File: config.mk
export PLATFORM = sky130hd
export DESIGN_NAME = orun_status_sched
export DESIGN_NICKNAME = d
export VERILOG_FILES = /design/src/rtl/orun_status_pkg.sv /design/src/rtl/orun_chan_counter.sv /design/src/rtl/orun_status_sched.sv
export SDC_FILE = /design/constraint.sdc
export NUM_CORES = 1
export LEC_CHECK = 0
export ABC_AREA = 1
export ABC_CLOCK_PERIOD_IN_PS = 2200
export CAP_MARGIN = 30
export CELL_PAD_IN_SITES_DETAIL_PLACEMENT = 0
export CELL_PAD_IN_SITES_GLOBAL_PLACEMENT = 1
export CORE_MARGIN = 5
export CORE_UTILIZATION = 44
export CTS_CLUSTER_DIAMETER = 200
export DETAILED_ROUTE_END_ITERATION = 8
export MAX_ROUTING_LAYER = met4
export PLACE_DENSITY_LB_ADDON = 0.25
export SLEW_MARGIN = 20
export SYNTH_ARGS = -nofsm -noshare
export SYNTH_HDL_FRONTEND = slang
export SYNTH_SLANG_ARGS = --single-unit
File: constraint.sdc
create_clock -name user_clk -period 2.2 [get_ports user_clk]
set_input_delay 0.44 -clock user_clk [delete_from_list [all_inputs] [get_ports user_clk]]
set_output_delay 0.44 -clock user_clk [all_outputs]
set_load 0.1 [all_outputs]
File: src/rtl/orun_status_pkg.sv
// Shared definitions for the overrun status scheduler: FSM states,
// status-word field positions and default sizing.
package orun_status_pkg;

    localparam int N_SRC_DEF  = 4;
    localparam int CNT_W_DEF  = 24;
    localparam int DWELL_DEF  = 16;

    localparam int IDX_HI     = 31;
    localparam int IDX_LO     = 30;
    localparam int STICKY_BIT = 29;

    typedef enum logic [1:0] {
        IDLE     = 2'd0,
        SHOW     = 2'd1,
        CLEAR    = 2'd2,
        WAIT_REL = 2'd3
    } state_t;

endpackage

File: src/rtl/orun_chan_counter.sv
// One overrun channel: saturating event counter with a sticky overflow flag.
// The synchronous clear takes priority over a coincident event.
module orun_chan_counter
    import orun_status_pkg::*;
#(
    parameter int CNT_W = CNT_W_DEF
) (
    input  logic             user_clk,
    input  logic             user_rst_n,
    input  logic             clr,
    input  logic             inc,
    output logic [CNT_W-1:0] count,
    output logic             sticky
);

    always_ff @(posedge user_clk or negedge user_rst_n) begin
        if (!user_rst_n) begin
            count  <= '0;
            sticky <= 1'b0;
        end else if (clr) begin
            count  <= '0;
            sticky <= 1'b0;
        end else if (inc) begin
            if (&count) begin
                sticky <= 1'b1;
            end else begin
                count <= count + 1'b1;
            end
        end
    end

endmodule

File: src/rtl/orun_status_sched.sv
// Rotates per-source overrun counts onto a 32-bit status word and runs the
// software clear handshake.
//
//   state    | meaning
//   IDLE     | disabled or leaving reset; status word zero, rotation parked at 0
//   SHOW     | presenting source idx for DWELL cycles each, round-robin
//   CLEAR    | single cycle wiping all counters, flags and rotation
//   WAIT_REL | clr_ack high until software drops clr_req
module orun_status_sched
    import orun_status_pkg::*;
#(
    parameter int N_SRC = N_SRC_DEF,
    parameter int CNT_W = CNT_W_DEF,
    parameter int DWELL = DWELL_DEF
) (
    input  logic             user_clk,
    input  logic             user_rst_n,
    input  logic             enable,
    input  logic [N_SRC-1:0] orun_in,
    input  logic             clr_req,
    output logic             clr_ack,
    output logic [31:0]      user_data_in,
    output logic             status_valid
);

    localparam int DW_W = $clog2(DWELL);

    state_t           state;
    state_t           state_nxt;
    logic [1:0]       rst_sync;
    logic             clr_req_q;
    logic             clr_edge;
    logic             chan_clr;
    logic [1:0]       idx;
    logic [1:0]       idx_nxt;
    logic [DW_W-1:0]  dwell;
    logic [DW_W-1:0]  dwell_nxt;
    logic [CNT_W-1:0] cnt [N_SRC];
    logic [N_SRC-1:0] sticky;
    logic [CNT_W-1:0] cnt_sel;
    logic             sticky_sel;
    logic [31:0]      word_nxt;

    assign chan_clr = (state == CLEAR);
    assign clr_edge = clr_req & ~clr_req_q;

    for (genvar i = 0; i < N_SRC; i++) begin : g_chan
        orun_chan_counter #(.CNT_W(CNT_W)) u_chan (
            .user_clk   (user_clk),
            .user_rst_n (user_rst_n),
            .clr        (chan_clr),
            .inc        (orun_in[i] & enable),
            .count      (cnt[i]),
            .sticky     (sticky[i])
        );
    end

    // Edge history resets to 1 so a clr_req held through reset is not a new request.
    always_ff @(posedge user_clk or negedge user_rst_n) begin
        if (!user_rst_n) begin
            rst_sync  <= '0;
            clr_req_q <= 1'b1;
        end else begin
            rst_sync  <= {rst_sync[0], 1'b1};
            clr_req_q <= clr_req;
        end
    end

    always_comb begin
        state_nxt = state;
        if (clr_edge) begin
            state_nxt = CLEAR;
        end else begin
            case (state)
                IDLE:     if (enable && rst_sync[1]) state_nxt = SHOW;
                SHOW:     if (!enable) state_nxt = IDLE;
                CLEAR:    state_nxt = WAIT_REL;
                WAIT_REL: if (!clr_req) state_nxt = enable ? SHOW : IDLE;
                default:  state_nxt = IDLE;
            endcase
        end
    end

    // Rotation only advances while staying in SHOW; any other path parks it at 0.
    always_comb begin
        idx_nxt   = '0;
        dwell_nxt = '0;
        if (state == SHOW && state_nxt == SHOW) begin
            if (dwell == DW_W'(DWELL - 1)) begin
                idx_nxt = (idx == 2'(N_SRC - 1)) ? 2'd0 : idx + 2'd1;
            end else begin
                idx_nxt   = idx;
                dwell_nxt = dwell + 1'b1;
            end
        end
    end

    always_comb begin
        cnt_sel    = '0;
        sticky_sel = 1'b0;
        for (int i = 0; i < N_SRC; i++) begin
            if (idx_nxt == 2'(i)) begin
                cnt_sel    = cnt[i];
                sticky_sel = sticky[i];
            end
        end
        word_nxt                 = '0;
        word_nxt[IDX_HI:IDX_LO]  = idx_nxt;
        word_nxt[STICKY_BIT]     = sticky_sel;
        word_nxt[CNT_W-1:0]      = cnt_sel;
    end

    always_ff @(posedge user_clk or negedge user_rst_n) begin
        if (!user_rst_n) begin
            state        <= IDLE;
            idx          <= '0;
            dwell        <= '0;
            clr_ack      <= 1'b0;
            status_valid <= 1'b0;
            user_data_in <= '0;
        end else begin
            state        <= state_nxt;
            idx          <= idx_nxt;
            dwell        <= dwell_nxt;
            clr_ack      <= (state_nxt == WAIT_REL);
            status_valid <= (state_nxt == SHOW);
            user_data_in <= (state_nxt == SHOW) ? word_nxt : '0;
        end
    end

endmodule

==> results of run 1 <==
[final timing paths]
path                                            from                    endpoint  slack (ps)
hold / removal                           rst_sync[0]                 rst_sync[1]         350
hold reg to reg                          rst_sync[0]                 rst_sync[1]         350
setup / recovery           g_chan[1].u_chan.count[1]   g_chan[1].u_chan.count[8]         170
min in group asynchronous                 user_rst_n  g_chan[2].u_chan.count[17]         500
max in group asynchronous                 user_rst_n                   clr_req_q        1000
setup reg to reg           g_chan[1].u_chan.count[1]   g_chan[1].u_chan.count[8]         170
[synth_stat cells]
master | count | share of area
nand2_4 | 1 | 0.0012
nand2_2 | 4 | 0.0028
nand4_1 | 68 | 0.047
nor2_2 | 7 | 0.0048
a21oi_2 | 1 | 0.00097
buf_6 | 2 | 0.0025
inv_2 | 4 | 0.0017
clkbuf_1 | 23 | 0.0095
o21ai_4 | 1 | 0.0018
nand2_1 | 444 | 0.18
nor2_4 | 4 | 0.0050
conb_1 | 2 | 0.00083
o21ai_0 | 84 | 0.046
buf_1 | 4 | 0.0017
xor2_1 | 25 | 0.024
o21bai_1 | 5 | 0.0041
o21ai_1 | 18 | 0.0099
nor2_1 | 229 | 0.095
xnor2_1 | 1 | 0.00097
buf_4 | 11 | 0.0091
nand3_1 | 140 | 0.077
clkbuf_2 | 1 | 0.00055
dfstp_2 | 1 | 0.0029
a21oi_1 | 7 | 0.0039
and3_1 | 1 | 0.00069
nor3_1 | 5 | 0.0028
ha_1 | 6 | 0.0083
inv_1 | 124 | 0.051
o21ai_2 | 1 | 0.00097
buf_2 | 14 | 0.0077
nand3_2 | 4 | 0.0044
or2_2 | 2 | 0.0014
o22ai_1 | 1 | 0.00069
dfrtp_1 | 139 | 0.38
[sequential cells by signal, indices dropped and copies added (netlist names), 2 cells and up]
signal,count
rst_sync,2
dwell,4
g_chan.u_chan.sticky,4
g_chan.u_chan.count,96
user_data_in,27
state,2
idx,2
[cell families after synthesis]
kind of cell | synth area share
simple gates | 0.426
buf+inv | 0.0841
flops | 0.387
compound gates | 0.0688
xor+xnor | 0.0251
fa+ha+maj | 0.00828
other cells | 0.000829
[power by group through the flow]
stage / sequential [W] / combinational [W] / clock [W]
3_3_place_gp: 0.00304 / 0.00170 / 0
3_5_place_dp: 0.00304 / 0.00170 / 0
5_1_grt: 0.00303 / 0.00188 / 0.00306
6_report: 0.00300 / 0.00170 / 0.00291
2_1_floorplan: 0.00307 / 0.00102 / 0
4_1_cts: 0.00300 / 0.00171 / 0.00294
[worst register-to-register path: stages, from the launching register on]
cell and delay (ps):
dfrtp_1 440, ha_1 310, inv_2 100, nor2_4 120, nand2_2 90, nor2_2 200, nand3_2 110, nand2_4 140
inv_1 210, nand2_1 110, o21ai_1 70
[cell type report]
class / count / area [sq um]
Inverter: 128 / 480
Clock inverter: 14 / 145
Fill cell: 2091 / 9770
Sequential cell: 140 / 3500
Clock buffer: 18 / 439
Timing Repair Buffer: 77 / 749
Tap cell: 270 / 338
Multi-Input combinational cell: 1065 / 4810
[metrics by stage]
step	hold WS (ps)	std cells	setup slack [ps]
6_report	354	1712	175
5_1_grt	365	1712	12.6
4_1_cts	355	1712	214
3_5_place_dp	341	1679	109
3_3_place_gp	334	1679	136
2_1_floorplan	144	1388	415
[routing by layer]
metal  track usage  vias to the layer above
li1              -                     4530
met1         0.366                     4155
met2         0.363                      225
met3        0.0444                       45
met4        0.0656                        0
met5             -                        -
==> impl_metrics.yaml, run 1 <==
drt:
  wl_met1_mm: 14.2
  detail-route-antenna-nets: 0
  top_layer_used: "met4"
  num_vias: 8955
  dr_wl_met3_mm: 1.33
  wire_per_inst_microns: 16.7
  viasPerCell: 5.23
  drt_iter0_markers: 763
  wl_mm: 28.6
  wl_met2_mm: 12.5
  dr.pass1.iters: 5
  post-route-drc-count: 0
cts:
  cts_resized: 0
  cts_tree: "built"
  hold_buffers: 1
  cts_buffer_depth: 2
  numCtsBuffers: 17
  ctsHtreeMaxLevel: 4
  cts.sinks: 140
  postCtsSetupRepairBufs: 0
  worstSkewPairLatency_ps: 430
  root_buffer: "clkbuf_16"
  clk_pin_slew_ps: 60
pwr:
  power_frac_clock: 0.383
  netSwitchingFraction: 0.348
  power_w: 0.00761
  sequentialPowerShare: 0.394
  p_comb_frac: 0.223
  leakagePower_nw: 4.39
  ir_worst_vdd_uv: 527
  p_int_w: 0.00496
  p_sw_w: 0.00265
  p_per_area_nw_per_um2: 727
floorplan:
  die_y_microns: 154
  num_rows: 52
  pin_count: 42
  fp.dieW_microns: 154
  core_area_sq_um: 20200
  dieArea_sq_um: 23600
  start_util: 0.448
worst_setup_path:
  reg2regPathDepth: 10
  end_kind: "flip-flop"
  crit_buf_inv: 2
  path_depth: 10
  critPathMaxStageDelay_ps: 440
  crit_chain: "ha_1, inv_2, nor2_4, nand2_2, nor2_2, nand3_2, nand2_4, inv_1, nand2_1, o21ai_1"
  path_delay_family: "simple AND/OR/NAND/NOR gates"
  crit_fanout: 12
  cp.arrival_ps: 2320
  crit_path_top_delay_cell: "dfrtp_1"
  required_ps: 2490
  crit_type: "flip-flop to flip-flop"
  critPathLaunchType: "flip-flop"
finish:
  nets: 1443
  antennaDiodeCount: 0
  postLayoutCellArea_sq_um: 10500
  layout-drive-gt1-share: 0.0922
  syn2layout_area_growth_pct: 15.5
  layout_common_cells: "nand2_1 (443), nor2_1 (229), nand3_1 (140)"
  layout_commonest_cell: "nand2_1"
  fin_util: 0.517
placed_design:
  place_area_sq_um: 9870
  dp.final_hpwl_mm: 21.3
  portBuffers: 36
  place.gp.congestion: 0.928
global_routing:
  grt_max_degree: 53
  grt_pass1_vias: 8416
  globalRouteOverflowTotal: 0
  grt_first_pass_wirelength_mm: 46.4
  track_usage: 0.251
  antenna_found_initial: 0
yosys:
  yosysUniqueCellTypes: 34
  ys_warn_count: 0
  syn_inst: 1384
  ys_seq_area_frac: 0.387
  avgSynthCellArea_sq_um: 6.55
  syn_area_sq_um: 9060
  ys_seq_elements: 140
sta:
  setup_viol: 0
  max_freq_ghz: 0.494
  fin_crit_sh: 0.921
  fin_tns_setup_ps: 0
  skew_ps: 9.08
  slew_violations: 0
  fin_crit_ps: 2030
  rsz0062_at_grt: "false"
  finalHoldViolCount: 0
worst_hold_path:
  min_path_cells: 0
  min_path_type: "flip-flop to flip-flop"
run_status:
  outcome: "finished clean"
run:
  maxCapViolations: 0
(Power assumes the default switching activity.)
==> inputs of run 2 (changes only) <==
--- a/config.mk
+++ b/config.mk
@@ -15,7 +15,7 @@
 export CTS_CLUSTER_DIAMETER = 200
 export DETAILED_ROUTE_END_ITERATION = 8
 export MAX_ROUTING_LAYER = met4
-export PLACE_DENSITY_LB_ADDON = 0.25
+export PLACE_DENSITY = 0.92
 export SLEW_MARGIN = 20
 export SYNTH_ARGS = -nofsm -noshare
 export SYNTH_HDL_FRONTEND = slang
==> run 2 against run 1 <==
Power barely moved. Global-route usage shrank 0.41 points. Sequential power about the same. Design area grew 0.43%. Critical path depth unchanged. Non-clock buffer count rose by 7. Clock power increased by 1%. Highest routed layer unchanged. Register-to-register slack gained 50 ps. Cell count increased by 0.41%. Largest power group unchanged. Critical path type unchanged. Hold slack improved by 0.66 ps. Combinational power about the same. Clock skew grew 1.4 ps.
==> impl_metrics.yaml, run 2 (synthesized netlist as in run 1, its figures left out) <==
pwr:
  ir_worst_vdd_uv: 538
  power_w: 0.00762
  p_per_area_nw_per_um2: 725
  leakagePower_nw: 4.41
finish:
  regMostFlops: "g_chan.u_chan.count"
  layout_commonest_cell: "nand2_1"
  syn2layout_area_growth_pct: 16.0
  antennaDiodeCount: 0
  top_regs: "g_chan.u_chan.count (96), user_data_in (27)"
  layout-drive-gt1-share: 0.0959
  layout_common_cells: "nand2_1 (443), nor2_1 (229), nand3_1 (140)"
  largest_register_ffs: 96
  nets: 1450
sta:
  slew_violations: 0
  tightest_slew_ps: 777
  rsz0062_at_grt: "false"
  skew_ps: 10.5
  finalHoldViolCount: 0
  setup_viol: 0
  setup_ws_ps: 225
  fin_tns_setup_ps: 0
  fin_crit_ps: 1980
  hold-worst-slack_ps: 354
  max_freq_ghz: 0.506
  slew_headroom: 0.482
  fin_crit_sh: 0.898
drt:
  dr.pass1.iters: 6
  drt_iter0_markers: 891
  post-route-drc-count: 0
  wire_per_inst_microns: 16.0
  detail-route-antenna-nets: 0
  wl_mm: 27.6
  viasPerCell: 5.27
  num_vias: 9061
worst_hold_path:
  min_path_type: "flip-flop to flip-flop"
global_routing:
  grt_pass1_vias: 8586
  grt_max_degree: 52
  antenna_found_initial: 0
  globalRouteOverflowTotal: 0
  track_usage: 0.247
  grt_first_pass_wirelength_mm: 45.6
floorplan:
  core_area_sq_um: 20200
  dieArea_sq_um: 23600
  fp.dieW_microns: 154
  num_rows: 52
  pin_count: 42
  die_y_microns: 154
  start_util: 0.448
run_status:
  outcome: "finished clean"
cts:
  cts.sinks: 140
  postCtsSetupRepairBufs: 0
  numCtsBuffers: 17
  cts_buffer_depth: 2
  cts_tree: "built"
  root_buffer: "clkbuf_16"
  ctsHtreeMaxLevel: 4
  worstSkewPairLatency_ps: 430
  clk_pin_slew_ps: 70
run:
  maxCapViolations: 0
worst_setup_path:
  end_kind: "flip-flop"
  crit_fanout: 12
  cp.arrival_ps: 2280
  crit_type: "flip-flop to flip-flop"
  critPathLaunchType: "flip-flop"
  required_ps: 2500
placed_design:
  portBuffers: 36
  place.gp.congestion: 0.929
  dp_worst_setup_slack_ps: 15.7
  dp.final_hpwl_mm: 20.9
==> run 2: changes by cell type in the layout (fill, tap and decap cells not counted) <==
cell | previous run | this run
inv_6 | 2 | 6
clkbuf_1 | 0 | 1
clkbuf_8 | 1 | 0
buf_4 | 57 | 65
clkinv_2 | 4 | 0
buf_12 | 12 | 11
==> run 2: timing repair <==
| action | in CTS | in global routing |
|---|---|---|
| endpoints found under the hold margin | 30 | 0 |
| hold buffers | 1 | 0 |
| gates resized for setup | 0 | 0 |
==> run 2: layout make-up <==
type | count | area [sq um]
sequential | 140 | 3500
fill | 2051 | 9720
inverter | 128 | 480
clock inverter | 14 | 160
tap | 270 | 338
clock buffer | 18 | 429
multi-input combinational | 1065 | 4810
timing repair buffer | 84 | 790
==> run 2: critical path, stage by stage, from the launching register on <==
cell	delay (ps)
dfrtp_1	430
ha_1	310
inv_2	90
nor2_4	130
nand2_2	100
nor2_2	180
nand3_2	100
nand2_4	120
inv_1	200
nand2_1	120
o21ai_1	60
==> run 2: worst paths after layout <==
path,endpoint,start,slack (ps),depth (start not counted)
worst max-delay path,g_chan[1].u_chan.count[3],g_chan[1].u_chan.count[1],220,10
worst min-delay path,rst_sync[1],rst_sync[0],350,0
worst max register to register,g_chan[1].u_chan.count[3],g_chan[1].u_chan.count[1],220,10
worst min register to register,rst_sync[1],rst_sync[0],350,0
max in group asynchronous,g_chan[3].u_chan.count[16],user_rst_n,1080,3
min in group asynchronous,g_chan[2].u_chan.count[2],user_rst_n,480,2
==> run 2: stage by stage <==
| step | instances | instance area, sq um | util |
|---|---|---|---|
| final | 1719 | 10500 | 0.520 |
| after CTS | 1719 | 10500 | 0.520 |
| after floorplan | 1388 | 9080 | - |
| after global routing | 1719 | 10500 | 0.520 |
| after global placement | 1686 | 9910 | 0.490 |
| after detailed placement | 1686 | 9910 | 0.490 |
==> run 2: where the power goes <==
| part | internal, W | leakage [nW] | total, W | switching [W] |
|---|---|---|---|---|
| Combinational | 0.000507 | 2.21 | 0.00168 | 0.00118 |
| Sequential | 0.00276 | 1.92 | 0.00299 | 0.000230 |
| Clock | 0.00169 | 0.275 | 0.00295 | 0.00125 |
| Total | 0.00496 | 4.41 | 0.00762 | 0.00266 |
==> run 2: routing by layer <==
| layer | GRT usage | part of all wire | vias to the layer above |
|---|---|---|---|
| li1 | - | - | 4544 |
| met1 | 0.343 | 0.47 | 4158 |
| met2 | 0.362 | 0.44 | 309 |
| met3 | 0.0486 | 0.064 | 50 |
| met4 | 0.0870 | 0.029 | 0 |
| met5 | - | 0 | - |
